**src/rtl/seq_dot2_pkg.sv**
```systemverilog
// seq_dot2_pkg: shared widths, FSM state type and iteration helpers for seq_dot2_mac.
//   W       operand width (16)
//   OW      result width (34, top bits zero)
//   state_t IDLE / RUN / DONE
//   n_iter  iterations needed to retire a W-bit multiplier STEP bits at a time
//   cnt_w   width of the iteration counter for a given STEP
package seq_dot2_pkg;

   localparam int W  = 16;
   localparam int OW = 34;

   typedef enum logic [1:0] {IDLE, RUN, DONE} state_t;

   function automatic int n_iter(input int step);
      return W / step;
   endfunction

   function automatic int cnt_w(input int step);
      return $clog2(W / step + 1);
   endfunction

endpackage

```
**src/rtl/seq_dot2_mac_dot2_step.sv**
```systemverilog
// dot2_step: combinational slice a0*b0 + a1*b1 for one STEP-bit multiplier digit.
//   a0, a1  16-bit multiplicands
//   b0, b1  STEP-bit multiplier digits
//   sum     a0*b0 + a1*b1, W+STEP+1 bits (cannot overflow)
module dot2_step
   import seq_dot2_pkg::*;
#(
   parameter int STEP = 2
) (
   input  logic [W-1:0]    a0,
   input  logic [W-1:0]    a1,
   input  logic [STEP-1:0] b0,
   input  logic [STEP-1:0] b1,
   output logic [W+STEP:0] sum
);

   localparam int PW = W + STEP + 1;

   assign sum = PW'(a0) * PW'(b0) + PW'(a1) * PW'(b1);

endmodule

```
**src/rtl/seq_dot2_mac.sv**
```systemverilog
// seq_dot2_mac: multi-cycle shift-add engine computing out1 = in1*in2 + in3*in4.
//   clk, rst_n           clock, asynchronous active-low reset
//   in_valid / in_ready  operand handshake; in1..in4 sampled only on acceptance
//   in1, in3             multiplicands; in2, in4 multipliers (16-bit unsigned)
//   out_valid/out_ready  result handshake; out1 held while out_valid && !out_ready
//   out1                 34-bit zero-extended result
//   busy                 high while iterating
module seq_dot2_mac #(
   parameter int STEP = 2,
   parameter int W    = 16,
   parameter int OW   = 34
) (
   input  logic          clk,
   input  logic          rst_n,
   input  logic          in_valid,
   output logic          in_ready,
   input  logic [W-1:0]  in1,
   input  logic [W-1:0]  in2,
   input  logic [W-1:0]  in3,
   input  logic [W-1:0]  in4,
   output logic          out_valid,
   input  logic          out_ready,
   output logic [OW-1:0] out1,
   output logic          busy
);

   import seq_dot2_pkg::*;

   localparam int N  = n_iter(STEP);
   localparam int CW = cnt_w(STEP);
   localparam int AW = 2 * W + 1;
   localparam int PW = W + STEP + 1;

   if (!(STEP == 1 || STEP == 2 || STEP == 4 || STEP == 8 || STEP == 16)) begin : g_bad_step
      $error("seq_dot2_mac: STEP must be 1, 2, 4, 8 or 16");
   end
   if (W != 16) begin : g_bad_w
      $error("seq_dot2_mac: W must be 16");
   end
   if (OW < 2 * W + 1) begin : g_bad_ow
      $error("seq_dot2_mac: OW must be at least 2*W+1");
   end

   state_t         state, state_nx;
   logic [W-1:0]   in1_r, in2_r, in3_r, in4_r;
   logic [CW-1:0]  cnt;
   logic [AW-1:0]  acc, acc_nx;
   logic [PW-1:0]  term;
   logic [5:0]     sh;
   logic           last;
   logic           take;

   dot2_step #(.STEP(STEP)) u_step (
      .a0  (in1_r),
      .a1  (in3_r),
      .b0  (in2_r[STEP-1:0]),
      .b1  (in4_r[STEP-1:0]),
      .sum (term)
   );

   // The low multiplier digits are consumed first, so digit cnt weighs 2^(cnt*STEP).
   assign sh     = 6'(cnt) * 6'(STEP);
   assign acc_nx = acc + (AW'(term) << sh);
   assign last   = cnt == CW'(N - 1);
   assign take   = in_valid && in_ready;

   always_comb begin
      state_nx  = state;
      in_ready  = state == IDLE;
      busy      = state == RUN;
      out_valid = state == DONE;
      case (state)
         IDLE:    state_nx = in_valid  ? RUN  : IDLE;
         RUN:     state_nx = last      ? DONE : RUN;
         DONE:    state_nx = out_ready ? IDLE : DONE;
         default: state_nx = IDLE;
      endcase
   end

   always_ff @(posedge clk or negedge rst_n) begin
      if (!rst_n) begin
         state <= IDLE;
         cnt   <= '0;
         acc   <= '0;
         in1_r <= '0;
         in2_r <= '0;
         in3_r <= '0;
         in4_r <= '0;
         out1  <= '0;
      end else begin
         state <= state_nx;
         if (take) begin
            in1_r <= in1;
            in2_r <= in2;
            in3_r <= in3;
            in4_r <= in4;
            acc   <= '0;
            cnt   <= '0;
         end else if (state == RUN) begin
            acc   <= acc_nx;
            in2_r <= in2_r >> STEP;
            in4_r <= in4_r >> STEP;
            cnt   <= cnt + CW'(1);
            if (last)
               out1 <= OW'(acc_nx);
         end
      end
   end

endmodule

```
**config.mk**
```make
export PLATFORM = sky130hd
export DESIGN_NAME = seq_dot2_mac
export DESIGN_NICKNAME = d
export VERILOG_FILES = /design/src/rtl/seq_dot2_pkg.sv /design/src/rtl/seq_dot2_mac_dot2_step.sv /design/src/rtl/seq_dot2_mac.sv
export SDC_FILE = /design/constraint.sdc
export NUM_CORES = 1
export LEC_CHECK = 0
export ABC_AREA = 1
export CAP_MARGIN = 30
export CORE_UTILIZATION = 55
export CTS_CLUSTER_DIAMETER = 150
export DETAILED_ROUTE_END_ITERATION = 10
export GPL_ROUTABILITY_DRIVEN = 0
export GPL_TIMING_DRIVEN = 0
export HOLD_SLACK_MARGIN = 0.08
export PLACE_DENSITY = 0.77
export SETUP_SLACK_MARGIN = 0.3
export SKIP_LAST_GASP = 1
export SYNTH_ARGS = -nofsm -noshare
export SYNTH_HDL_FRONTEND = slang
export SYNTH_SLANG_ARGS = --single-unit
```
**constraint.sdc**
```tcl
create_clock -name clk -period 8.4 [get_ports clk]
set_input_delay 0.84 -clock clk [delete_from_list [all_inputs] [get_ports clk]]
set_output_delay 0.84 -clock clk [all_outputs]
set_load 0.01 [all_outputs]
```
==> metrics.cfg <==
[status]
status=finished, final reports clean

[global_routing]
grt_pass1_vias=9223
grt_antenna_before_repair=0
grt_pass1_wl_microns=44300
overflow=0
grt.total_usage=0.301
grt_max_degree=89

[floorplanning]
die_h_microns=138
die_w_microns=138
rows=49
start_util=0.562
coreArea_sq_mm=0.0180
io_pins=105
die_area_sq_mm=0.0190

[timing]
slew_viol_final=0
max_clock_freq_ghz=0.162
finalSetupViolCount=0
worst_slack_ns=2.22
fin_skew_ns=0.00915
tightest_slew_ns=0.709
fin_tns_setup_ns=0
min_period_ns=6.18
hold_violations=0
fin_crit_sh=0.735
slew-limit-headroom=0.528
rsz0062_at_grt=false

[setup_path]
slowest_delay_ns=0.55
reg2reg_from=in4_r[0]
cp.buffers_inverters=3
reg2reg_to=out1[27]
arrival_ns=6.48
r2r_cells=25
worstPathRequired_ns=8.71
start_kind=flip-flop
crit_type=reg2reg
reg2reg_slack_ns=2.22
critPathTopFamily=adder cells
worstPathMaxFanout=10
cpMostUsedCell=nand2_1
cp_slowest_cell=fa_1
cp-end-kind=flip-flop

[route]
vias_per_cell=5.42
ant_nets=0
vias=9567
route.detailed.drc=0
wirelength_microns=26300
drt_pass1_iterations=7
drt_iter0_markers=776
wl_per_cell_microns=14.9

[logic_synthesis]
syn_nets=1555
synth_edf_count=0
async_flop_share=1.00
syn-instance-count=1400
yosys.area.top_type=dfrtp_1
ys_seq_elements=136
synth_area_leaders=dfrtp_1 (34%), nand2_1 (18%), inv_1 (7.5%)
synth-seq-area-share=0.336
yosysWarnings=0
syn_avg_cell_area_sq_um=7.23
synthFlopType=dfrtp_1
netlist_area_sq_mm=0.0101
synth_cell_types=52
synth_top_area_frac=0.336

[cts]
cts_hold_buf=0
clock_latency_ns=0.43
cts_resized=0
clkTransAtPathRegs_ns=0.07
clock-root-buffer=clkbuf_16
clkSinkCount=136
numCtsBuffers=17
cts_tree=built
postCtsSetupBuffers=0
ctsLongestPathBuffers=2
htree_levels=4

[layout]
area.growth.synth_to_final_pct=19.0
final_nets=1678
fill_cells=1589
final_layout_size_suffix_gt1_frac=0.0553
diodes=0

[worst_hold_path]
holdCritPathClass=in2async

[run]
maxCapViolCount=0

[placed_design]
post-place-ws_ns=2.44
portBuffers=103
hpwl_microns=20200

==> cell families (layout without fill, tap and decap cells) <==
logic type | after synthesis | count (layout) | share of synthesized area
adders and majority gates | 87 | 87 | 0.131
AOI/OAI and AO/OA | 225 | 225 | 0.137
muxes | 1 | 1 | 0.000989
and+or+nand+nor | 665 | 665 | 0.272
DFF | 136 | 136 | 0.336
other | 1 | 1 | 0.000370
buffers and inverters | 260 | 396 | 0.100
xor gates and xnor gates | 25 | 25 | 0.0216
==> how the worst max path moves through the flow <==
stage / start / endpoint / slack, ns / cells after the start
floorplan: in4_r[1] / acc[29] / 3.35 / 34
global placement: rst_n / out1[13] / 1.04 / 1
detailed placement: in4_r[1] / out1[31] / 2.44 / 33
CTS: in4_r[0] / out1[31] / 2.35 / 25
global route: in4_r[0] / out1[31] / 1.71 / 34
finish: in4_r[0] / out1[27] / 2.22 / 25
==> per-layer routing <==
layer / up-vias / track usage / wire length (microns)
li1: 4735 / - / -
met1: 4423 / 0.405 / 11900
met2: 351 / 0.474 / 11800
met3: 58 / 0.0677 / 2030
met4: 0 / 0.106 / 605
met5: - / 0 / 0
==> cell usage in the layout (no fill, tap or decap), types with 4 or more instances in the layout <==
| cell type | Yosys | layout |
|---|---|---|
| a21o_1 | 6 | 6 |
| a21oi_1 | 54 | 54 |
| a21oi_2 | 4 | 4 |
| a221oi_1 | 4 | 4 |
| a31oi_1 | 4 | 4 |
| a32o_1 | 4 | 4 |
| buf_2 | 8 | 8 |
| buf_4 | 4 | 4 |
| clkbuf_1 | 36 | 37 |
| clkbuf_16 | 0 | 17 |
| clkdlybuf4s50_1 | 0 | 102 |
| dfrtp_1 | 136 | 136 |
| fa_1 | 32 | 32 |
| ha_1 | 55 | 55 |
| inv_1 | 203 | 203 |
| nand2_1 | 478 | 478 |
| nand2_2 | 5 | 5 |
| nand3_1 | 85 | 85 |
| nand3_2 | 6 | 6 |
| nand4_1 | 5 | 5 |
| nor2_1 | 54 | 54 |
| nor3_1 | 8 | 8 |
| nor4_1 | 5 | 5 |
| o211ai_1 | 6 | 6 |
| o21ai_0 | 80 | 80 |
| o21ai_1 | 12 | 12 |
| o21ai_2 | 7 | 7 |
| o221ai_1 | 24 | 24 |
| o22ai_1 | 5 | 5 |
| o31ai_1 | 4 | 4 |
| or2_1 | 4 | 4 |
| or2_2 | 6 | 6 |
| xnor2_1 | 13 | 13 |
| xor2_1 | 12 | 12 |
==> Yosys cell counts, drive strengths merged (2+ instances only) <==
library cell	count
xor2	12
and2	2
a21oi	58
nor4	6
o221ai	24
clkinv	2
a31oi	4
fa	32
a32o	4
nand2	483
buf	17
o21a	2
o211ai	7
nor3	8
clkbuf	36
o21bai	4
a21boi	2
a221oi	4
nor2	57
nand3	91
ha	55
xnor2	13
a21o	6
nand3b	2
dfrtp	136
o21ai	99
inv	205
o22ai	5
or2	10
nand4	5
o31ai	4
==> state kept, by name, indices dropped and copies added (netlist names) <==
name   cells
state      2
in2_r     16
cnt        4
in1_r     16
in3_r     16
out1      33
in4_r     16
acc       33
==> stage by stage <==
step,cells,cell area (sq um),hold slack [ns],util
finish,1765,12100,0.353,0.669
global route,1765,12100,0.392,0.669
CTS,1765,12100,0.369,0.669
detailed placement,1733,11500,0.464,0.636
global placement,1732,11400,0.454,0.635
floorplan,1400,10100,0.456,-
==> layout make-up <==
cell class | count | area (sq um) | area share
multi-input combinational | 1004 | 5710 | 0.473
clock buffer | 19 | 443 | 0.0368
inverter | 207 | 777 | 0.0645
clock inverter | 13 | 136 | 0.0113
sequential | 136 | 3400 | 0.282
tap | 229 | 287 | 0.0238
timing repair buffer | 104 | 1060 | 0.0879
buffer | 53 | 239 | 0.0198
Power is left out: the tool's default activity adds up to more than one toggle a clock period on the data nets, which glitch-free logic cannot reach.
